File: src/rtl/instruction_frame_assembler.sv
// Collects SPI bytes into instruction frames {opcode, 24b address, 32b value}
// and presents each completed frame once on a valid/ready output. The frame
// length depends on the opcode. A frame is aborted if chip select is released
// or the byte stream stalls too long. A byte that arrives while a frame is
// still waiting to be accepted is dropped and flagged.
module instruction_frame_assembler #(
   parameter logic [23:0] TIMEOUT_CYCLES = 24'd1_000_000,
   parameter logic [7:0]  OP_WRITE       = 8'h01,
   parameter logic [7:0]  OP_READ        = 8'h02,
   parameter logic [7:0]  OP_STREAM      = 8'h03
) (
   input  logic        clk_i,
   input  logic        rst_n,
   input  logic        cs_n_i,
   input  logic        rx_valid_i,
   input  logic [7:0]  rx_byte_i,
   input  logic        frame_ready_i,
   output logic        frame_valid_o,
   output logic [7:0]  instruction_o,
   output logic [23:0] address_o,
   output logic [31:0] value_o,
   output logic        err_opcode_o,
   output logic        err_overflow_o,
   output logic        err_timeout_o
);

   typedef enum logic [1:0] {
      IDLE  = 2'd0,
      ADDR  = 2'd1,
      VALUE = 2'd2,
      HOLD  = 2'd3
   } state_t;

   state_t      state;
   logic [7:0]  op_sh;
   logic [23:0] addr_sh;
   logic [31:0] val_sh;
   logic [1:0]  byte_cnt;
   logic [23:0] tmo_cnt;

   logic rx_take;
   logic op_frame;
   logic op_bad;
   logic tmo_hit;
   logic abort;
   logic handshake;

   // Opcodes that open a multi-byte frame; everything else is NOP or unknown.
   function automatic logic is_frame_op(input logic [7:0] op);
      return (op == OP_WRITE) || (op == OP_READ) || (op == OP_STREAM);
   endfunction

   // Decode of the incoming byte and the abort/handshake conditions.
   always_comb begin
      rx_take   = rx_valid_i && !cs_n_i;
      op_frame  = is_frame_op(rx_byte_i);
      op_bad    = !op_frame && (rx_byte_i != 8'h00);
      tmo_hit   = (TIMEOUT_CYCLES != 24'd0) && (tmo_cnt >= TIMEOUT_CYCLES);
      abort     = cs_n_i || tmo_hit;
      handshake = frame_valid_o && frame_ready_i;
   end

   // Frame assembly FSM; the output frame registers are loaded only when a
   // frame completes, so they keep the last delivered frame during assembly.
   always_ff @(posedge clk_i or negedge rst_n) begin
      if (!rst_n) begin
         state          <= IDLE;
         op_sh          <= 8'h00;
         addr_sh        <= 24'h000000;
         val_sh         <= 32'h0000_0000;
         byte_cnt       <= 2'd0;
         tmo_cnt        <= 24'd0;
         frame_valid_o  <= 1'b0;
         instruction_o  <= 8'h00;
         address_o      <= 24'h000000;
         value_o        <= 32'h0000_0000;
         err_opcode_o   <= 1'b0;
         err_overflow_o <= 1'b0;
         err_timeout_o  <= 1'b0;
      end else begin
         case (state)
            IDLE: begin
               tmo_cnt <= 24'd0;
               if (rx_take) begin
                  op_sh <= rx_byte_i;
                  if (op_frame) begin
                     state    <= ADDR;
                     byte_cnt <= 2'd0;
                     addr_sh  <= 24'h000000;
                  end else if (op_bad) begin
                     err_opcode_o <= 1'b1;
                  end
               end
            end

            ADDR: begin
               if (abort) begin
                  // Abort beats a coincident byte: the partial frame is discarded.
                  state         <= IDLE;
                  tmo_cnt       <= 24'd0;
                  err_timeout_o <= 1'b1;
               end else if (rx_valid_i) begin
                  tmo_cnt <= 24'd0;
                  addr_sh <= {addr_sh[15:0], rx_byte_i};
                  if (byte_cnt == 2'd2) begin
                     byte_cnt <= 2'd0;
                     if (op_sh == OP_WRITE) begin
                        state  <= VALUE;
                        val_sh <= 32'h0000_0000;
                     end else begin
                        state         <= HOLD;
                        frame_valid_o <= 1'b1;
                        instruction_o <= op_sh;
                        address_o     <= {addr_sh[15:0], rx_byte_i};
                        value_o       <= 32'h0000_0000;
                     end
                  end else begin
                     byte_cnt <= byte_cnt + 2'd1;
                  end
               end else if (tmo_cnt != 24'hFF_FFFF) begin
                  tmo_cnt <= tmo_cnt + 24'd1;
               end
            end

            VALUE: begin
               if (abort) begin
                  state         <= IDLE;
                  tmo_cnt       <= 24'd0;
                  err_timeout_o <= 1'b1;
               end else if (rx_valid_i) begin
                  tmo_cnt <= 24'd0;
                  val_sh  <= {val_sh[23:0], rx_byte_i};
                  if (byte_cnt == 2'd3) begin
                     byte_cnt      <= 2'd0;
                     state         <= HOLD;
                     frame_valid_o <= 1'b1;
                     instruction_o <= op_sh;
                     address_o     <= addr_sh;
                     value_o       <= {val_sh[23:0], rx_byte_i};
                  end else begin
                     byte_cnt <= byte_cnt + 2'd1;
                  end
               end else if (tmo_cnt != 24'hFF_FFFF) begin
                  tmo_cnt <= tmo_cnt + 24'd1;
               end
            end

            HOLD: begin
               // Chip select is ignored here: a completed frame is always delivered.
               tmo_cnt <= 24'd0;
               if (handshake) begin
                  frame_valid_o <= 1'b0;
                  err_opcode_o  <= 1'b0;
                  state         <= IDLE;
                  // A byte arriving with the handshake starts the next frame.
                  if (rx_take) begin
                     op_sh <= rx_byte_i;
                     if (op_frame) begin
                        state    <= ADDR;
                        byte_cnt <= 2'd0;
                        addr_sh  <= 24'h000000;
                     end else if (op_bad) begin
                        err_opcode_o <= 1'b1;
                     end
                  end
               end else if (rx_take) begin
                  err_overflow_o <= 1'b1;
               end
            end

            default: state <= IDLE;
         endcase
      end
   end

endmodule

File: config.mk
export PLATFORM = sky130hd
export DESIGN_NAME = instruction_frame_assembler
export DESIGN_NICKNAME = d
export VERILOG_FILES = /design/src/rtl/instruction_frame_assembler.sv
export SDC_FILE = /design/constraint.sdc
export NUM_CORES = 1
export LEC_CHECK = 0
export CAP_MARGIN = 40
export CORE_ASPECT_RATIO = 0.5
export CORE_MARGIN = 2
export CORE_UTILIZATION = 56
export DETAILED_ROUTE_END_ITERATION = 10
export PLACE_DENSITY = 0.78
export SLEW_MARGIN = 5
export SYNTH_ARGS = -nofsm -noshare
export SYNTH_HDL_FRONTEND = slang
export SYNTH_SLANG_ARGS = --single-unit
File: constraint.sdc
create_clock -name clk_i -period 3.15 [get_ports clk_i]
set_input_delay 0.315 -clock clk_i [delete_from_list [all_inputs] [get_ports clk_i]]
set_output_delay 0.315 -clock clk_i [all_outputs]
set_load 0.02 [all_outputs]
==> results by group <==
Drt
  – Vias per inst: between 5 and 6
  – DR WL/cell: 16.6 microns
  – 1st-iter DRT viols: slightly below 300
  – # DRC: 0
  – DRT antenna net count: 0
  – Via count: approximately 4400
  – WL final: between 10 and 15 mm
  – DRT Pass-1 Iters: 4

Pwr
  – Flop pwr share: just under 40%
  – Clk pwr share: between 30% and 40%
  – Power per cell area: approximately 730 nW/um^2
  – Net Sw Frac: between 30% and 40%
  – Logic pwr share: approximately 28%
  – Max IR drop VDD: 0.000515 V
  – Lkg Pwr: a little under 4 nW
  – PnR Total Power: approximately 6.3 mW
  – P_int: ~4.4 mW
  – P_sw: 1.90 mW

Synth
  – Post-synthesis sequential area ratio: a little over half
  – Cell Area, Synth: roughly 7000 sq um
  – Post-synthesis cell type count: between 40 and 50
  – Register bit total from synthesis: between 150 and 200
  – Synth Warn #: 0
  – Top cells by area, synth: dfrtp_1, mux2_4, mux2_2
  – Top-count cell post-synth: dfrtp_1
  – Area leader, netlist: dfrtp_1
  – Fraction of registers with async set/reset: 100%
  – Synth top area share: a little over half
  – Primary FF master, synth: dfrtp_1
  – Commonest cells post-synth: dfrtp_1, nand2_1, mux2_2
  – EDFF count, synth: 0
  – Mapped Cells: 564
  – Syn Area/Cell: ~12 sq um

Critical path
  – Crit path max-delay family: compound AO/OA/AOI/OAI gates
  – Data required, critical path: around 3500 ps
  – Worst-path cell chain: o41a_1 -> o311ai_4 -> nand2_2 -> nor3_4 -> buf_4 -> mux2_2
  – Crit path DAT: roughly 2800 ps
  – CP bufs+invs: 1
  – Crit end category: flip-flop
  – Critical path's largest stage delay: between 400 and 500 ps
  – Setup CP Type: reg2reg
  – CP startpoint kind: flip-flop
  – CP Max Fanout: 24
  – Critical path's slowest cell: o41a_1

Place
  – Port Buf Inserts: 80
  – GPL Wtd Cong: approximately 0.86
  – DP HPWL: just under 9 mm

Clock tree
  – Clock latency on the worst-skew pair: roughly 420 ps
  – Clock Path Buffers: 2
  – Root Driver: clkbuf_16
  – Htree depth: 4
  – Clk sinks: ~150
  – Total CTS buffers: 17
  – Post_cts resized: 0
  – Clock transition at the registers of the reported paths: 60 ps
  – CTS tree: done

Timing
  – Final max-slew violation count: 0
  – Skew final: 10.1 ps
  – Final worst path period need: about 2500 ps
  – Worst-margin pin slew: 809 ps
  – Slew margin rel.: 45.6%
  – Fin crit share: slightly below 80%
  – Final TNS setup: 0 ps
  – Achievable frequency: roughly 400 MHz
  – RSZ-0062 raised after global routing: false
  – Final Hold Fails: 0
  – Final setup viols: 0

Cells and area
  – Ant. Diodes: 0
  – Layout fillers: between 800 and 900
  – Area growth from synthesis to layout: 22.6%
  – Share of cells above drive strength 1: between 20% and 30%
  – Fin nets: 673

GRT
  – Largest net degree at the start of global routing: 95
  – First-pass GRT wire length: around 23 mm
  – Initial antenna violation count: 0
  – Gr usage total: between 20% and 30%
  – GRT Residual Overflow: 0
  – Vias in the first global route: 4569

Floorplan
  – Row count: 28
  – Area of the core: around 12000 sq um
  – Die area: ~13000 sq um
  – Die width: 162 microns
  – # IOs: a little over 80
  – Starting Density: about three fifths
  – DIE HEIGHT: a little over 80 microns

Status
  – Status: finished clean

Hold path
  – Worst hold path class: reg2reg

Run
  – Max Cap Viol: 0
[sequential cells by signal, summed over array words and instances (netlist names)]
name	flops
instruction_o	8
err_timeout_o	1
op_sh	8
address_o	24
value_o	32
err_opcode_o	1
state	2
addr_sh	24
byte_cnt	2
err_overflow_o	1
frame_valid_o	1
val_sh	24
tmo_cnt	24
[cells by family (layout without fill, tap and decap cells)]
kind of cell / after synthesis / in the layout / share of synthesized area (%)
xor+xnor: 16 / 16 / 2.00
buf+inv: 47 / 143 / 3.49
compound gates: 51 / 51 / 4.74
fa+ha+maj: 10 / 10 / 1.79
flops: 152 / 152 / 54.4
other cells: 1 / 4 / 0.0536
mux: 123 / 123 / 22.4
simple gates: 164 / 164 / 11.2
[worst register-to-register path, stage by stage (launching register included)]
cell	delay, ps
dfrtp_1	420
o41a_1	480
o311ai_4	330
nand2_2	190
nor3_4	220
buf_4	350
mux2_2	390
[what timing repair did]
item	4_1_cts	5_1_grt
hold buffers	1	0
buffers inserted	0	0
endpoints found under the hold margin	93	0
[power groups by stage]
stage | logic [mW] | registers [mW] | clock network, mW
after detailed placement | 1.77 | 2.48 | 0
after global placement | 1.73 | 2.47 | 0
after floorplan | 1.01 | 2.64 | 0
after CTS | 1.78 | 2.45 | 2.10
final | 1.77 | 2.45 | 2.06
after global routing | 1.89 | 2.48 | 2.18
[layout make-up]
type                       count  area [sq um]  share of cell area (%)
sequential                   152          3800                    44.4
multi-input combinational    368          2960                    34.5
timing repair buffer          91           928                    10.8
clock buffer                  18           439                    5.12
tap                          165           206                    2.41
clock inverter                14           160                    1.87
inverter                      20          75.1                   0.875
[layer usage]
layer	up-vias	GRT usage (%)	part of all wire (%)
li1	2092	-	-
met5	-	0	0
met1	2229	29.3	45
met3	17	4.65	4.4
met2	97	35.8	49
met4	0	8.61	1.2
[through the flow]
stage	std cells	utilization (%)	cell area (sq um)	worst slack (ps)	hold WS, ps
2_1_floorplan	567	-	7010	946	19.4
3_3_place_gp	793	66.2	7940	474	440
3_5_place_dp	795	66.5	7970	359	382
4_1_cts	828	71.6	8580	650	458
5_1_grt	828	71.6	8580	523	485
6_report	828	71.6	8580	650	453
[cell usage in the layout (no fill, tap or decap), types with 2 or more instances in the layout]
master,instances
dfrtp_1,152
clkdlybuf4s50_1,79
nand2_1,68
mux2_2,61
mux2_4,52
nor2_1,32
o21ai_0,28
and2_1,24
inv_1,20
clkbuf_16,17
nand3_1,10
mux2i_1,10
ha_1,9
xnor2_1,8
xor2_1,8
nand4_1,6
buf_4,6
nor4_1,5
a21oi_1,5
inv_6,5
nand2b_1,4
conb_1,4
and3_1,3
nor3_1,3
a21o_1,3
or4_1,2
o31ai_1,2
a2bb2oi_1,2
bufinv_16,2
clkinv_2,2
clkinvlp_4,2
inv_8,2
buf_12,2
[path summary, 6_finish.rpt]
| kind | slack (ps) | to | cells after the start | from |
|---|---|---|---|---|
| worst max-delay path | 650 | val_sh[7] | 6 | tmo_cnt[12] |
| worst min-delay path | 450 | err_overflow_o | 1 | err_overflow_o |
| worst max register to register | 650 | val_sh[7] | 6 | tmo_cnt[12] |
| worst min register to register | 450 | err_overflow_o | 1 | err_overflow_o |
| max in group asynchronous | 1980 | value_o[12] | 4 | rst_n |
| min in group asynchronous | 480 | tmo_cnt[0] | 3 | rst_n |
(Power assumes the default switching activity.)
